$ cat src/rtl/fft_control_gen_if.sv
// Control-plane bundle between the FFT sequencer and its datapath.
// The sequencer uses the slave view; the datapath or a testbench uses the master view.
interface fft_control_gen_if #(
  parameter int LOG2_N = 11
);
  localparam int AW = LOG2_N - 2;

  logic          iSTART;
  logic          iABORT;
  logic          iINVERSE;
  logic [AW-1:0] oADDR_RD_0;
  logic [AW-1:0] oADDR_RD_1;
  logic [AW-1:0] oADDR_RD_2;
  logic [AW-1:0] oADDR_RD_3;
  logic [AW-1:0] oADDR_WR;
  logic [AW-1:0] oADDR_COEF;
  logic [1:0]    oBANK_RD_ROT;
  logic [1:0]    oBANK_WR_ROT;
  logic          oWE_A;
  logic          oWE_B;
  logic          oSOURCE_DATA;
  logic          oBUT_TYPE;
  logic          oCONJ;
  logic [3:0]    oSTAGE;
  logic          oBUSY;
  logic          oRDY;
  logic          oDONE;

  modport master (
    output iSTART, iABORT, iINVERSE,
    input  oADDR_RD_0, oADDR_RD_1, oADDR_RD_2, oADDR_RD_3, oADDR_WR, oADDR_COEF,
    input  oBANK_RD_ROT, oBANK_WR_ROT, oWE_A, oWE_B, oSOURCE_DATA, oBUT_TYPE,
    input  oCONJ, oSTAGE, oBUSY, oRDY, oDONE
  );

  modport slave (
    input  iSTART, iABORT, iINVERSE,
    output oADDR_RD_0, oADDR_RD_1, oADDR_RD_2, oADDR_RD_3, oADDR_WR, oADDR_COEF,
    output oBANK_RD_ROT, oBANK_WR_ROT, oWE_A, oWE_B, oSOURCE_DATA, oBUT_TYPE,
    output oCONJ, oSTAGE, oBUSY, oRDY, oDONE
  );
endinterface

$ cat src/rtl/fft_control_gen.sv
// Stage sequencer for a radix-4 (with optional final radix-2) in-place FFT:
// generates bank read/write addresses, twiddle addresses and ping-pong write enables.
module fft_control_gen #(
  parameter int LOG2_N   = 11,
  parameter int PIPE_DLY = 5
) (
  input  logic             iCLK,
  input  logic             iRESET,
  fft_control_gen_if.slave bus
);
  localparam int AW    = LOG2_N - 2;
  localparam int DEPTH = 1 << AW;
  localparam int NST   = (LOG2_N + 1) / 2;
  localparam int TW    = AW + 1;

  localparam logic [TW-1:0] T_READ_LAST  = TW'(DEPTH - 1);
  localparam logic [TW-1:0] T_STAGE_LAST = TW'(DEPTH + PIPE_DLY - 1);
  localparam logic [TW-1:0] T_WR_FIRST   = TW'(PIPE_DLY);
  localparam logic [3:0]    S_LAST       = 4'(NST - 1);
  localparam logic          ODD_LOG      = 1'(LOG2_N % 2);
  localparam logic [AW-1:0] ALL_ONES     = '1;

  typedef enum logic [1:0] {
    ST_IDLE  = 2'd0,
    ST_READ  = 2'd1,
    ST_DRAIN = 2'd2,
    ST_DONE  = 2'd3
  } state_t;

  state_t        state_r, state_s;
  logic [TW-1:0] t_r;
  logic [3:0]    s_r;
  logic          conj_r;

  logic [4:0]    two_s_s, blk_sh_s;
  logic [AW-1:0] rd_addr_s, wr_addr_s, mask_s;
  logic          run_s, in_write_s;

  logic [AW-1:0] rd_addr_nx, wr_addr_nx, coef_nx;
  logic [1:0]    rd_rot_nx, wr_rot_nx;
  logic          we_a_nx, we_b_nx, src_nx, but_nx, conj_nx, busy_nx, rdy_nx, done_nx;
  logic [3:0]    stage_nx;

  logic [AW-1:0] rd_addr_r, wr_addr_r, coef_r;
  logic [1:0]    rd_rot_r, wr_rot_r;
  logic          we_a_r, we_b_r, src_r, but_r, conj_out_r, busy_r, rdy_r, done_r;
  logic [3:0]    stage_r;

  // State register
  always_ff @(posedge iCLK or posedge iRESET) begin
    if (iRESET) state_r <= ST_IDLE;
    else        state_r <= state_s;
  end

  // Next-state logic; abort wins over start and over stage progress
  always_comb begin
    state_s = state_r;
    case (state_r)
      ST_IDLE: begin
        if (bus.iABORT)      state_s = ST_IDLE;
        else if (bus.iSTART) state_s = ST_READ;
        else                 state_s = ST_IDLE;
      end
      ST_READ: begin
        if (bus.iABORT)              state_s = ST_IDLE;
        else if (t_r == T_READ_LAST) state_s = ST_DRAIN;
        else                         state_s = ST_READ;
      end
      ST_DRAIN: begin
        if (bus.iABORT)               state_s = ST_IDLE;
        else if (t_r == T_STAGE_LAST) state_s = (s_r == S_LAST) ? ST_DONE : ST_READ;
        else                          state_s = ST_DRAIN;
      end
      ST_DONE: state_s = ST_IDLE;
      default: state_s = ST_IDLE;
    endcase
  end

  // Time/stage counters follow the next state, so every exit from a stage clears them
  always_ff @(posedge iCLK or posedge iRESET) begin
    if (iRESET) begin
      t_r    <= {TW{1'b0}};
      s_r    <= 4'd0;
      conj_r <= 1'b0;
    end else if (state_s == ST_READ || state_s == ST_DRAIN) begin
      if (state_r == ST_IDLE) begin
        t_r    <= {TW{1'b0}};
        s_r    <= 4'd0;
        conj_r <= bus.iINVERSE;
      end else if (state_r == ST_DRAIN && state_s == ST_READ) begin
        t_r <= {TW{1'b0}};
        s_r <= s_r + 4'd1;
      end else begin
        t_r <= t_r + TW'(1);
      end
    end else begin
      t_r <= {TW{1'b0}};
      s_r <= 4'd0;
    end
  end

  // Block length is DEPTH/4^s (floor 1), so block index and offset are shift/mask of t
  assign two_s_s    = {s_r, 1'b0};
  assign blk_sh_s   = (two_s_s >= 5'(AW)) ? 5'd0 : 5'(AW) - two_s_s;
  assign mask_s     = ALL_ONES >> two_s_s;
  assign rd_addr_s  = t_r[AW-1:0];
  assign wr_addr_s  = AW'(t_r - T_WR_FIRST);
  assign run_s      = (state_r == ST_READ) || (state_r == ST_DRAIN);
  assign in_write_s = run_s && (t_r >= T_WR_FIRST);

  // Output decode from the current state; registered below
  always_comb begin
    rd_addr_nx = {AW{1'b0}};
    wr_addr_nx = {AW{1'b0}};
    coef_nx    = {AW{1'b0}};
    rd_rot_nx  = 2'd0;
    wr_rot_nx  = 2'd0;
    we_a_nx    = 1'b0;
    we_b_nx    = 1'b0;
    src_nx     = 1'b0;
    but_nx     = 1'b0;
    conj_nx    = 1'b0;
    stage_nx   = 4'd0;
    busy_nx    = 1'b0;
    rdy_nx     = 1'b1;
    done_nx    = 1'b0;
    case (state_r)
      ST_READ, ST_DRAIN: begin
        if (!bus.iABORT) begin
          busy_nx  = 1'b1;
          rdy_nx   = 1'b0;
          stage_nx = s_r;
          conj_nx  = conj_r;
          but_nx   = ODD_LOG && (s_r == S_LAST);
          if (state_r == ST_READ) begin
            rd_addr_nx = rd_addr_s;
            rd_rot_nx  = 2'(rd_addr_s >> blk_sh_s);
            coef_nx    = AW'((rd_addr_s & mask_s) << two_s_s);
            src_nx     = (s_r == 4'd0);
          end else begin
            src_nx = 1'b0;
          end
          if (in_write_s) begin
            wr_addr_nx = wr_addr_s;
            wr_rot_nx  = 2'(wr_addr_s >> blk_sh_s);
            we_b_nx    = ~s_r[0];
            we_a_nx    = s_r[0];
          end else begin
            we_a_nx = 1'b0;
          end
        end else begin
          rdy_nx = 1'b1;
        end
      end
      ST_DONE: done_nx = 1'b1;
      default: done_nx = 1'b0;
    endcase
  end

  // Output registers
  always_ff @(posedge iCLK or posedge iRESET) begin
    if (iRESET) begin
      rd_addr_r  <= {AW{1'b0}};
      wr_addr_r  <= {AW{1'b0}};
      coef_r     <= {AW{1'b0}};
      rd_rot_r   <= 2'd0;
      wr_rot_r   <= 2'd0;
      we_a_r     <= 1'b0;
      we_b_r     <= 1'b0;
      src_r      <= 1'b0;
      but_r      <= 1'b0;
      conj_out_r <= 1'b0;
      stage_r    <= 4'd0;
      busy_r     <= 1'b0;
      rdy_r      <= 1'b1;
      done_r     <= 1'b0;
    end else begin
      rd_addr_r  <= rd_addr_nx;
      wr_addr_r  <= wr_addr_nx;
      coef_r     <= coef_nx;
      rd_rot_r   <= rd_rot_nx;
      wr_rot_r   <= wr_rot_nx;
      we_a_r     <= we_a_nx;
      we_b_r     <= we_b_nx;
      src_r      <= src_nx;
      but_r      <= but_nx;
      conj_out_r <= conj_nx;
      stage_r    <= stage_nx;
      busy_r     <= busy_nx;
      rdy_r      <= rdy_nx;
      done_r     <= done_nx;
    end
  end

  assign bus.oADDR_RD_0   = rd_addr_r;
  assign bus.oADDR_RD_1   = rd_addr_r;
  assign bus.oADDR_RD_2   = rd_addr_r;
  assign bus.oADDR_RD_3   = rd_addr_r;
  assign bus.oADDR_WR     = wr_addr_r;
  assign bus.oADDR_COEF   = coef_r;
  assign bus.oBANK_RD_ROT = rd_rot_r;
  assign bus.oBANK_WR_ROT = wr_rot_r;
  assign bus.oWE_A        = we_a_r;
  assign bus.oWE_B        = we_b_r;
  assign bus.oSOURCE_DATA = src_r;
  assign bus.oBUT_TYPE    = but_r;
  assign bus.oCONJ        = conj_out_r;
  assign bus.oSTAGE       = stage_r;
  assign bus.oBUSY        = busy_r;
  assign bus.oRDY         = rdy_r;
  assign bus.oDONE        = done_r;
endmodule

$ cat src/flat_wrapper.sv
// flat-port wrapper written by rule: the top's interface ports become plain ports
module fft_control_gen_flat 
#(
  parameter int LOG2_N   = 11,
  parameter int PIPE_DLY = 5
)
  (iCLK, iRESET, bus_iSTART, bus_iABORT, bus_iINVERSE, bus_oADDR_RD_0, bus_oADDR_RD_1, bus_oADDR_RD_2, bus_oADDR_RD_3, bus_oADDR_WR, bus_oADDR_COEF, bus_oBANK_RD_ROT, bus_oBANK_WR_ROT, bus_oWE_A, bus_oWE_B, bus_oSOURCE_DATA, bus_oBUT_TYPE, bus_oCONJ, bus_oSTAGE, bus_oBUSY, bus_oRDY, bus_oDONE);
  fft_control_gen_if #(.LOG2_N(LOG2_N)) bus_i ();
  input  logic iCLK;
  input  logic iRESET;
  input wire logic [$bits(bus_i.iSTART)-1:0] bus_iSTART;
  input wire logic [$bits(bus_i.iABORT)-1:0] bus_iABORT;
  input wire logic [$bits(bus_i.iINVERSE)-1:0] bus_iINVERSE;
  output wire logic [$bits(bus_i.oADDR_RD_0)-1:0] bus_oADDR_RD_0;
  output wire logic [$bits(bus_i.oADDR_RD_1)-1:0] bus_oADDR_RD_1;
  output wire logic [$bits(bus_i.oADDR_RD_2)-1:0] bus_oADDR_RD_2;
  output wire logic [$bits(bus_i.oADDR_RD_3)-1:0] bus_oADDR_RD_3;
  output wire logic [$bits(bus_i.oADDR_WR)-1:0] bus_oADDR_WR;
  output wire logic [$bits(bus_i.oADDR_COEF)-1:0] bus_oADDR_COEF;
  output wire logic [$bits(bus_i.oBANK_RD_ROT)-1:0] bus_oBANK_RD_ROT;
  output wire logic [$bits(bus_i.oBANK_WR_ROT)-1:0] bus_oBANK_WR_ROT;
  output wire logic [$bits(bus_i.oWE_A)-1:0] bus_oWE_A;
  output wire logic [$bits(bus_i.oWE_B)-1:0] bus_oWE_B;
  output wire logic [$bits(bus_i.oSOURCE_DATA)-1:0] bus_oSOURCE_DATA;
  output wire logic [$bits(bus_i.oBUT_TYPE)-1:0] bus_oBUT_TYPE;
  output wire logic [$bits(bus_i.oCONJ)-1:0] bus_oCONJ;
  output wire logic [$bits(bus_i.oSTAGE)-1:0] bus_oSTAGE;
  output wire logic [$bits(bus_i.oBUSY)-1:0] bus_oBUSY;
  output wire logic [$bits(bus_i.oRDY)-1:0] bus_oRDY;
  output wire logic [$bits(bus_i.oDONE)-1:0] bus_oDONE;
  assign bus_i.iSTART = bus_iSTART;
  assign bus_i.iABORT = bus_iABORT;
  assign bus_i.iINVERSE = bus_iINVERSE;
  assign bus_oADDR_RD_0 = bus_i.oADDR_RD_0;
  assign bus_oADDR_RD_1 = bus_i.oADDR_RD_1;
  assign bus_oADDR_RD_2 = bus_i.oADDR_RD_2;
  assign bus_oADDR_RD_3 = bus_i.oADDR_RD_3;
  assign bus_oADDR_WR = bus_i.oADDR_WR;
  assign bus_oADDR_COEF = bus_i.oADDR_COEF;
  assign bus_oBANK_RD_ROT = bus_i.oBANK_RD_ROT;
  assign bus_oBANK_WR_ROT = bus_i.oBANK_WR_ROT;
  assign bus_oWE_A = bus_i.oWE_A;
  assign bus_oWE_B = bus_i.oWE_B;
  assign bus_oSOURCE_DATA = bus_i.oSOURCE_DATA;
  assign bus_oBUT_TYPE = bus_i.oBUT_TYPE;
  assign bus_oCONJ = bus_i.oCONJ;
  assign bus_oSTAGE = bus_i.oSTAGE;
  assign bus_oBUSY = bus_i.oBUSY;
  assign bus_oRDY = bus_i.oRDY;
  assign bus_oDONE = bus_i.oDONE;
  fft_control_gen #(.LOG2_N(LOG2_N), .PIPE_DLY(PIPE_DLY)) u_core (.iCLK(iCLK), .iRESET(iRESET), .bus(bus_i));
endmodule
$ cat config.mk
export PLATFORM = sky130hd
export DESIGN_NAME = fft_control_gen_flat
export DESIGN_NICKNAME = d
export VERILOG_FILES = /design/src/rtl/fft_control_gen_if.sv /design/src/rtl/fft_control_gen.sv /design/src/flat_wrapper.sv
export SDC_FILE = /design/constraint.sdc
export NUM_CORES = 1
export LEC_CHECK = 0
export CORE_AREA = 2 2 83 85
export CTS_CLUSTER_DIAMETER = 100
export DETAILED_ROUTE_END_ITERATION = 10
export DIE_AREA = 0 0 85 87
export HOLD_SLACK_MARGIN = 0.08
export PLACE_DENSITY_LB_ADDON = 0.3
export SLEW_MARGIN = 20
export SYNTH_ARGS = -nofsm -noshare
export SYNTH_HDL_FRONTEND = slang
export SYNTH_SLANG_ARGS = --single-unit
$ cat constraint.sdc
create_clock -name iCLK -period 3.35 [get_ports iCLK]
set_input_delay 0.67 -clock iCLK [delete_from_list [all_inputs] [get_ports iCLK]]
set_output_delay 0.67 -clock iCLK [all_outputs]
set_load 0.02 [all_outputs]
Word-level counts from Yosys, hierarchy flattened
Cells that the tools add are included.
- reduce and logical (&&, ||, !) cells: 8
- bitwise operators: 2
- equality and inequality tests: 9
- divide/modulo/power cells: 0
- add/subtract/negate cells: 4
- shift operators: 4
- muxes and demuxes: 50
- multipliers: 0
- order comparisons: 2
- operators with widths (cell ; count):
    9-bit 2-to-1 mux ; 9
    10-bit 2-to-1 mux ; 3
    2-bit 2-to-1 mux ; 12
    4-bit 2-to-1 mux ; 5
    1-bit 2-to-1 mux ; 19
    9-bit by 5-bit >> shifter with 2-bit output ; 2
    10-bit by 1-bit adder with 10-bit output (second input constant) ; 1
    10-bit == test (second input constant) ; 1
    10-bit by 9-bit == test with 1-bit output (second input constant) ; 1
    10-bit by 3-bit >= comparator with 1-bit output (second input constant) ; 1
    9-bit AND ; 1
    9-bit by 5-bit << shifter with 9-bit output ; 1
    9-bit by 5-bit >> shifter with 9-bit output (first input constant) ; 1
    9-bit by 3-bit subtractor with 9-bit output (second input constant) ; 1
    2-bit one-hot mux with 4 select lines ; 1
    2-bit == test (second input constant) ; 3
    5-bit by 4-bit >= comparator with 1-bit output (second input constant) ; 1
    5-bit 2-to-1 mux ; 1
    4-bit by 5-bit subtractor with 5-bit output (first input constant) ; 1
    4-bit by 1-bit adder with 4-bit output (second input constant) ; 1
    2-bit by 1-bit == test with 1-bit output (second input constant) ; 2
    4-bit by 3-bit == test with 1-bit output (second input constant) ; 1
    4-bit logical NOT ; 1
    3-bit inequality test (second input constant) ; 1
    6 further kinds ; 8
- bits in latches: 0
- memories kept: 0
- register bits after elaboration: 60
- logic and storage cells: 97
- memory bits (writable): 0
- ROM bits: 0

Logic depth before layout (Yosys ltp)
Gate-level depths: netlist of the first run.
- depth in word-level cells: 10
- depth in mapped cells: 12

Worst setup path before layout of the first run
OpenSTA, ideal clock, no wires.
- kind: register to register
- start point: register u_core.t_r[0]
- end point: register u_core.conj_r
- period minus slack after synthesis: 2343 ps
- cell stages (with the launch flop): 9
- path slack: 1007 ps
- data arrival time: 2218 ps
- setup time: 125 ps
- required time: 3225 ps
- cells stage by stage: dfrtp_1 -> ha_1 -> nand3_1 -> nor3_1 -> a22oi_1 -> or3_1 -> ha_1 -> nor2b_1 -> mux2_2
- longest elaborated chain between the ends: 7
- elaborated cells on any way between the ends: 11
- those cells by class: eq/ne: 4; mux: 5; reduce/logical: 2
- ends and longest elaborated chain (item ; RTL line ; text):
    start, declared ; fft_control_gen.sv:31 ; logic [TW-1:0] t_r;
    start signal, assigned ; fft_control_gen.sv:82 ; t_r <= {TW{1'b0}};
    start signal, assigned ; fft_control_gen.sv:87 ; t_r <= {TW{1'b0}};
    start signal, assigned ; fft_control_gen.sv:91 ; t_r <= {TW{1'b0}};
    10-bit == test / 10-bit by 9-bit == test with 1-bit output (equally long branches) ; fft_control_gen.sv:71, fft_control_gen.sv:66 ;
    2-bit 2-to-1 mux (on tied branches) ; fft_control_gen.sv:71, fft_control_gen.sv:66 ;
    2-bit 2-to-1 mux (on tied branches) ; fft_control_gen.sv:70, fft_control_gen.sv:65 ;
    2-bit one-hot mux with 4 select lines * ; fft_control_gen.sv:58 ; case (state_r)
    2-bit by 1-bit == test with 1-bit output / 2-bit == test (equally long branches) ; fft_control_gen.sv:85 ; end else if (state_s == ST_READ || state_s == ST_DRAIN) begin
    1-bit logical OR * ; fft_control_gen.sv:85 ;
    2-bit AND reduction (no line) * ; -- ;
    end signal, assigned ; fft_control_gen.sv:89 ; conj_r <= bus.iINVERSE;
    end, declared ; fft_control_gen.sv:33 ; logic conj_r;
Mark *: on every way between the ends. The rest lies on a longest branch, timed or not.
A chain may end at the register's enable or synchronous reset.

Worst setup path after layout of the first run
- start point: register u_core.t_r[4]
- end point: register u_core.s_r[3]
- longest elaborated chain between the ends: 7
- elaborated cells on any way between the ends: 13
- those cells by class: eq/ne: 5; mux: 6; reduce/logical: 2
- ends and longest elaborated chain (item ; RTL line ; text):
    10-bit == test / 10-bit by 9-bit == test with 1-bit output (equally long branches) ; fft_control_gen.sv:71, fft_control_gen.sv:66 ;
    2-bit 2-to-1 mux (on tied branches) ; fft_control_gen.sv:71, fft_control_gen.sv:66 ;
    2-bit 2-to-1 mux (on tied branches) ; fft_control_gen.sv:70, fft_control_gen.sv:65 ;
    2-bit one-hot mux with 4 select lines * ; fft_control_gen.sv:58 ;
    named net u_core.state_s[0] ; fft_control_gen.sv:30 ; state_t state_r, state_s;
    2-bit by 1-bit == test with 1-bit output / 2-bit == test (equally long branches) ; fft_control_gen.sv:85, fft_control_gen.sv:90 ;
    1-bit logical AND / 1-bit logical OR (equally long branches) ; fft_control_gen.sv:90, fft_control_gen.sv:85 ;
    3-bit inequality test (no line) / 4-bit 2-to-1 mux (equally long branches) ; -- ;
    end signal, assigned ; fft_control_gen.sv:92 ; s_r <= s_r + 4'd1;
    end, declared ; fft_control_gen.sv:32 ; logic [3:0] s_r;
The timed path passes the listed nets; every way through them passes the cells marked *.

==> results.txt, run 1 <==
Run status -> complete, no violations
Leakage power of the design -> 1.71 nW
RSZ-0062 raised after global routing -> no
Global-route congestion overflow total -> 0
Type of the worst min-delay path -> flop to flop
Total cell area at the placement stage -> 3720 µm²
Slew HR -> 52.1%
Cells along the critical path -> or3_4 -> nor3_1 -> a2bb2oi_1 -> o31ai_1 -> ha_1 -> nand2_1 -> nor4_1 -> xnor2_1 -> nor3_1
Die area -> 7400 µm²
Detail Placement HPWL -> 4700 µm
Fin area -> 3890 µm²
Core area -> 6570 µm²
Max-cap violations -> 0
Clock edge transition at the registers on the reported setup and hold paths -> 0.07 ns
DR WL/cell -> 14.8 µm
Peak supply drop -> 0.192 mV
Cell Int Power -> 1.02 mW
Tot GR Track Use -> 18.6%
DIE WIDTH -> 85 µm
Std-Cell Rows -> 30
Worst Setup Start Kind -> flop
Transition time at the pin with the least slew margin -> 0.717 ns
Fmax achieved -> 355 MHz
Relative contribution of the clock network to total power -> 39.6%
Worst path required time -> 3.56 ns
Arrival time at the worst endpoint -> 3.03 ns
Number of hold violations in the final report -> 0
Iteration count of the initial detailed-routing pass -> 4
Mapped Cells -> 318
Fraction of layout instances using a drive strength above 1 -> 7.86%
Buffer count from post-CTS setup fixing -> 0
Total of endpoints with negative setup slack in the final report -> 0
Post-Synthesis Cell Area -> 3120 µm²
Number of max-slew violations in the final report -> 0
Syn Nets -> 337
Final antenna diode count -> 0
Distinct cell type count of the synthesized netlist -> 48
Area share of the largest cell type after synthesis -> 47.3%
P&R area growth vs syn -> 24.5%
Number of top-level pins -> 75
Highest-count cells in the layout ignoring fill and taps -> sky130_fd_sc_hd__clkdlybuf4s50_1, sky130_fd_sc_hd__dfrtp_1, sky130_fd_sc_hd__nor2_1
Sort of element at the end of the critical path -> flop
Number of buffers inserted during clock tree synthesis -> 9
Cell area power density -> 338 nW/µm²
Number of antenna violations at the first check in global routing -> 0
Gate power share -> 4.5%
Routed via count -> 2350
Time the worst path needs with I/O delays and setup -> 2.82 ns
Total number of clock tree sinks -> 60
Main area contributors after synthesis -> sky130_fd_sc_hd__dfrtp_1, sky130_fd_sc_hd__buf_4, sky130_fd_sc_hd__ha_1, sky130_fd_sc_hd__nor2_1, sky130_fd_sc_hd__nor3_1
Pin count of the biggest net entering global routing -> 34
Overall routed net length -> 6630 µm
Final setup skew -> 0.0114 ns
Switching power total -> 0.297 mW
CTS Root Cell -> sky130_fd_sc_hd__clkbuf_8
Post-detailed-route DRC marker count -> 0
Max clock buf depth -> 2
Maximum level of the CTS H-tree -> 3
Tcrit/Tclk final -> 84.1%
Biggest fanout along the worst timing path -> 14
Count of nets after finishing -> 383
Total Negative Setup Slacks -> 0 ns
Source-to-sink clock delay at the later pin of the worst-skew pair -> 0.34 ns
Number of antenna-violating nets in the routed design -> 0
Crit-path slowest cell -> sky130_fd_sc_hd__dfrtp_1
Category of the critical setup timing path -> flop to flop
Total of hold buffers inserted after clock tree synthesis -> 0
Largest stage delay, worst path -> 0.54 ns
Syn. warnings -> 0
Most Frequent Cell on Critical Path -> sky130_fd_sc_hd__nor3_1
Initial core utilization -> 47.5%
Number of synthesized register bits -> 60
Wire length of the first global-routing pass -> 10700 µm
Resized Gates After CTS -> 0
Worst Hold Slack -> 0.498 ns
Via count of the first global-routing pass -> 2205
Vias per Instance -> 5.23
Average instance area after synthesis -> 9.82 µm²
Portion of the post-synthesis area used by sequential elements -> 48.1%
Sequential Power Share -> 56.0%
Quantity of I/O buffers inserted on ports -> 74
Commonest non-fill, non-tap cell in the layout -> sky130_fd_sc_hd__clkdlybuf4s50_1
Final weighted congestion in routability-driven placement -> 0.912
Post-synth top area cell -> sky130_fd_sc_hd__dfrtp_1
Vert. Die Dim -> 87 µm
CTS tree -> built
Switching power as a share of total power -> 22.6%
Violation count after the first detailed-routing iteration -> 180
Post-layout utilization of the core -> 59.2%
sequential cells by signal, indices dropped and copies added (netlist names):
register and cells:
u_core.t_r 10, u_core.bus.oADDR_COEF 9, u_core.bus.oADDR_RD_0 9, u_core.bus.oADDR_WR 9, u_core.bus.oSTAGE 4, u_core.s_r 4, u_core.bus.oBANK_RD_ROT 2, u_core.bus.oBANK_WR_ROT 2
u_core.state_r 2, u_core.bus.oBUSY 1, u_core.bus.oBUT_TYPE 1, u_core.bus.oCONJ 1, u_core.bus.oDONE 1, u_core.bus.oRDY 1, u_core.bus.oSOURCE_DATA 1, u_core.bus.oWE_A 1
u_core.bus.oWE_B 1, u_core.conj_r 1
layer usage:
layer,track usage (%),wire [µm],up-vias
li1,-,-,1141
met1,23.5,2820,1110
met2,30.8,3310,93
met3,4.17,424,6
met4,8.37,71,0
met5,0,0,-
final timing paths:
kind	start	endpoint	slack, ns	cells past startpoint
min in group asynchronous	iRESET	u_core.bus.oSTAGE[3]$_DFF_PP0_	0.75	2
worst max register to register	u_core.t_r[4]$_DFF_PP0_	u_core.s_r[3]$_DFFE_PP0P_	0.53	9
worst min register to register	u_core.conj_r$_DFFE_PP0P_	u_core.bus.oCONJ$_DFF_PP0_	0.50	1
worst min-delay path	u_core.conj_r$_DFFE_PP0P_	u_core.bus.oCONJ$_DFF_PP0_	0.50	1
max in group asynchronous	iRESET	u_core.state_r[1]$_DFF_PP0_	1.82	3
worst max-delay path	u_core.t_r[4]$_DFF_PP0_	u_core.s_r[3]$_DFFE_PP0P_	0.53	9
synthesized netlist by cell type, drive strengths merged:
| master | number |
|---|---|
| dfrtp | 59 |
| ha | 14 |
| a2bb2oi | 1 |
| a22oi | 3 |
| nand2 | 21 |
| nor2b | 3 |
| buf | 38 |
| nor4b | 1 |
| nand3b | 4 |
| nor3b | 4 |
| inv | 13 |
| xor2 | 5 |
| a21o | 1 |
| mux2 | 2 |
| or3 | 6 |
| o21bai | 1 |
| nand3 | 11 |
| a221oi | 1 |
| nand2b | 3 |
| a31oi | 3 |
| clkinv | 2 |
| a21boi | 1 |
| clkbuf | 7 |
| and2b | 1 |
| o211a | 1 |
| o21ai | 12 |
| mux2i | 2 |
| nor2 | 34 |
| nor3 | 17 |
| o31ai | 1 |
| a21oi | 11 |
| or2 | 1 |
| mux4 | 2 |
| xnor2 | 9 |
| o2111ai | 1 |
| and3 | 10 |
| nor4 | 4 |
| o311ai | 2 |
| a211oi | 1 |
| o41ai | 1 |
| and2 | 3 |
| dfstp | 1 |
layout make-up:
class                   count  area [µm²]
fillers                   541        2680
inverters                  15        56.3
flip-flops and latches     60        1500
repair buffers             80         786
multi-input cells         198        1290
well taps                  80         100
clock inverters             3        15.0
clock buffers              13         139
power by group through the flow:
stage          sequential, mW  combinational, mW  clock [mW]
3_5_place_dp            0.748             0.0597           0
6_report                0.735             0.0588       0.520
5_1_grt                 0.735             0.0655       0.564
4_1_cts                 0.735             0.0598       0.532
3_3_place_gp            0.748             0.0581           0
2_1_floorplan           0.750             0.0334           0
per-stage QoR:
stage / power [mW] / setup slack, ns / instances
2_1_floorplan: 0.784 / 1.01 / 318
3_3_place_gp: 0.807 / 0.597 / 433
3_5_place_dp: 0.808 / 0.568 / 433
4_1_cts: 1.33 / 0.578 / 449
5_1_grt: 1.37 / 0.384 / 449
6_report: 1.31 / 0.533 / 449
worst max-delay path: cells and delay by family (launching register included):
kind,cells,cell delay (ns)
adder cells (fa/ha/maj),1,0.21
XOR/XNOR,1,0.16
flip-flops,1,0.54
AND/OR/NAND/NOR,5,1.29
AO/OA/AOI/OAI,2,0.49
kinds of logic (layout without fill, tap and decap cells):
| kind of cell | after synthesis | count (layout) | share of synthesized area (%) |
|---|---|---|---|
| AOI/OAI and AO/OA | 41 | 41 | 8.57 |
| and+or+nand+nor | 123 | 123 | 20.0 |
| adders and majority gates | 14 | 14 | 5.61 |
| DFF | 60 | 60 | 48.1 |
| xor gates and xnor gates | 14 | 14 | 3.93 |
| muxes | 6 | 6 | 2.80 |
| buffers and inverters | 60 | 111 | 11.0 |
No activity file was read; power rests on OpenSTA's default activity.
==> run 2, diff against run 1 <==
==> constraint.sdc (replaced) <==
create_clock -name iCLK -period 2.8 [get_ports iCLK]
set_input_delay 0.56 -clock iCLK [delete_from_list [all_inputs] [get_ports iCLK]]
set_output_delay 0.56 -clock iCLK [all_outputs]
set_load 0.02 [all_outputs]
==> run 2 against run 1 <==
Power is 35% higher. Via count grew 2.3%. Register-to-register slack got worse by 0.39 ns. Global-route usage is 0.16 points lower. Critical path depth did not move. Critical path type unchanged. Largest cell class unchanged. Highest routed layer unchanged.
==> results.txt, run 2 (same netlist as run 1, synthesis figures left out) <==
Run status -> complete, no violations
Max-cap violations -> 0
Crit-path slowest cell -> sky130_fd_sc_hd__dfrtp_1
Largest stage delay, worst path -> 0.52 ns
Worst path required time -> 3.01 ns
Final worst-path setup slack -> 0.138 ns
Delay-heaviest family, CP -> simple AND/OR/NAND/NOR gates
Quantity of I/O buffers inserted on ports -> 74
Initial core utilization -> 47.5%
RR Startpoint -> u_core.t_r[8]$_DFF_PP0_
Routed via count -> 2403
Switching power total -> 0.357 mW
Flop2flop setup slack -> 0.14 ns
Number of max-slew violations in the final report -> 0
Cell area power density -> 440 nW/µm²
Post-detailed-route DRC marker count -> 0
Cell Int Power -> 1.41 mW
Switching power as a share of total power -> 20.2%
Relative contribution of the clock network to total power -> 46.1%
Tcrit/Tclk final -> 95.1%
Count of nets after finishing -> 390
Buffer count from post-CTS setup fixing -> 0
Global-route congestion overflow total -> 0
P&R area growth vs syn -> 28.6%
Pin count of the biggest net entering global routing -> 33
Iteration count of the initial detailed-routing pass -> 4
Cells along the critical path -> or3_1 -> nor3_1 -> a2bb2oi_1 -> o31ai_1 -> ha_1 -> nand2_1 -> nor4_2 -> xnor2_1 -> nor3_1
Peak supply drop -> 0.251 mV
Number of cells traversed by the worst register-to-register path -> 9
Wire length of the first global-routing pass -> 10700 µm
Final antenna diode count -> 0
Total of hold buffers inserted after clock tree synthesis -> 0
Core area -> 6570 µm²
Commonest non-fill, non-tap cell in the layout -> sky130_fd_sc_hd__clkdlybuf4s50_1
Time the worst path needs with I/O delays and setup -> 2.66 ns
Total number of clock tree sinks -> 60
Gate power share -> 4.1%
Highest-count cells in the layout ignoring fill and taps -> sky130_fd_sc_hd__clkdlybuf4s50_1, sky130_fd_sc_hd__dfrtp_1, sky130_fd_sc_hd__nor2_1
Worst Hold Slack -> 0.505 ns
Resized Gates After CTS -> 0
Category of the critical setup timing path -> flop to flop
Fmax achieved -> 376 MHz
Arrival time at the worst endpoint -> 2.87 ns
Post-layout utilization of the core -> 61.1%
Number of top-level pins -> 75
DP Worst Slack -> 0.0767 ns
Number of hold violations in the final report -> 0
Hold Crit Depth -> 1
CTS Root Cell -> sky130_fd_sc_hd__clkbuf_8
DR WL/cell -> 14.6 µm
Detail Placement HPWL -> 4830 µm
Worst Hold End -> u_core.bus.oCONJ$_DFF_PP0_
Worst Setup Start Kind -> flop
Violation count after the first detailed-routing iteration -> 267
Via count of the first global-routing pass -> 2132
Slew HR -> 50.1%
Fraction of layout instances using a drive strength above 1 -> 11.4%
Sort of element at the end of the critical path -> flop
Sequential Power Share -> 49.7%
Total Negative Setup Slacks -> 0 ns
Leakage power of the design -> 1.77 nW
Number of antenna violations at the first check in global routing -> 0
Source-to-sink clock delay at the later pin of the worst-skew pair -> 0.34 ns
Start point of the worst min-delay path -> u_core.conj_r$_DFFE_PP0P_
Crit path buf inv count -> 0
CTS tree -> built
Vert. Die Dim -> 87 µm
Vias per Instance -> 5.27
Clock edge transition at the registers on the reported setup and hold paths -> 0.06 ns
Std-Cell Rows -> 30
Transition time at the pin with the least slew margin -> 0.740 ns
Total of endpoints with negative setup slack in the final report -> 0
RSZ-0062 raised after global routing -> no
Die area -> 7400 µm²
End of the worst register-to-register path -> u_core.s_r[3]$_DFFE_PP0P_
Largest reg by FF count -> u_core.t_r
Max clock buf depth -> 2
Biggest fanout along the worst timing path -> 11
Most Frequent Cell on Critical Path -> sky130_fd_sc_hd__nor3_1
Tot GR Track Use -> 18.5%
Overall routed net length -> 6680 µm
Number of buffers inserted during clock tree synthesis -> 9
Final weighted congestion in routability-driven placement -> 0.871
Number of antenna-violating nets in the routed design -> 0
DIE WIDTH -> 85 µm
Maximum level of the CTS H-tree -> 3
Final setup skew -> 0.00544 ns
Flip-flop count of the largest register after layout -> 10
Type of the worst min-delay path -> flop to flop
==> run 2: cell types whose count changed in the layout (fill, tap and decap cells not counted), sizes merged <==
cell | before | now
buf | 6 | 13
clkinv | 5 | 2
clkbuf | 13 | 15
bufinv | 0 | 1
==> run 2: stage by stage <==
step / cells / area, µm² / power, mW
floorplan: 318 / 3120 / 0.937
global placement: 440 / 3790 / 0.968
detailed placement: 440 / 3790 / 0.969
CTS: 456 / 4000 / 1.79
global route: 456 / 4020 / 1.84
finish: 456 / 4020 / 1.77
==> run 2: routing by layer <==
metal	vias to the layer above	wire, µm	global-route usage [%]
li1	1156	-	-
met1	1141	2990	25.6
met2	95	3140	28.2
met3	11	442	3.32
met4	0	108	8.95
met5	-	0	0
==> run 2: worst max path at each step <==
stage | start | end | slack, ns | cells past startpoint
2_1_floorplan | u_core.t_r[0]$_DFF_PP0_ | u_core.conj_r$_DFFE_PP0P_ | 0.46 | 8
3_3_place_gp | u_core.t_r[3]$_DFF_PP0_ | u_core.t_r[6]$_DFF_PP0_ | 0.23 | 8
3_5_place_dp | u_core.t_r[3]$_DFF_PP0_ | u_core.t_r[8]$_DFF_PP0_ | 0.08 | 8
4_1_cts | u_core.t_r[3]$_DFF_PP0_ | u_core.t_r[8]$_DFF_PP0_ | 0.07 | 8
5_1_grt | u_core.t_r[8]$_DFF_PP0_ | u_core.s_r[3]$_DFFE_PP0P_ | 0.0003 | 9
6_report | u_core.t_r[8]$_DFF_PP0_ | u_core.s_r[3]$_DFFE_PP0P_ | 0.14 | 9
==> run 2: cell type report <==
| type | instances | area (µm²) |
|---|---|---|
| fillers | 541 | 2550 |
| flip-flops and latches | 60 | 1510 |
| multi-input cells | 198 | 1290 |
| repair buffers | 87 | 851 |
| clock buffers | 15 | 186 |
| well taps | 80 | 100 |
| inverters | 15 | 56.3 |
| clock inverters | 1 | 30.0 |
==> run 2: power groups by stage <==
stage	registers, mW	logic, mW	clock network, mW
after floorplan	0.897	0.0400	0
after global placement	0.895	0.0729	0
after global routing	0.880	0.0810	0.878
after detailed placement	0.895	0.0739	0
after CTS	0.879	0.0743	0.839
final	0.880	0.0728	0.816
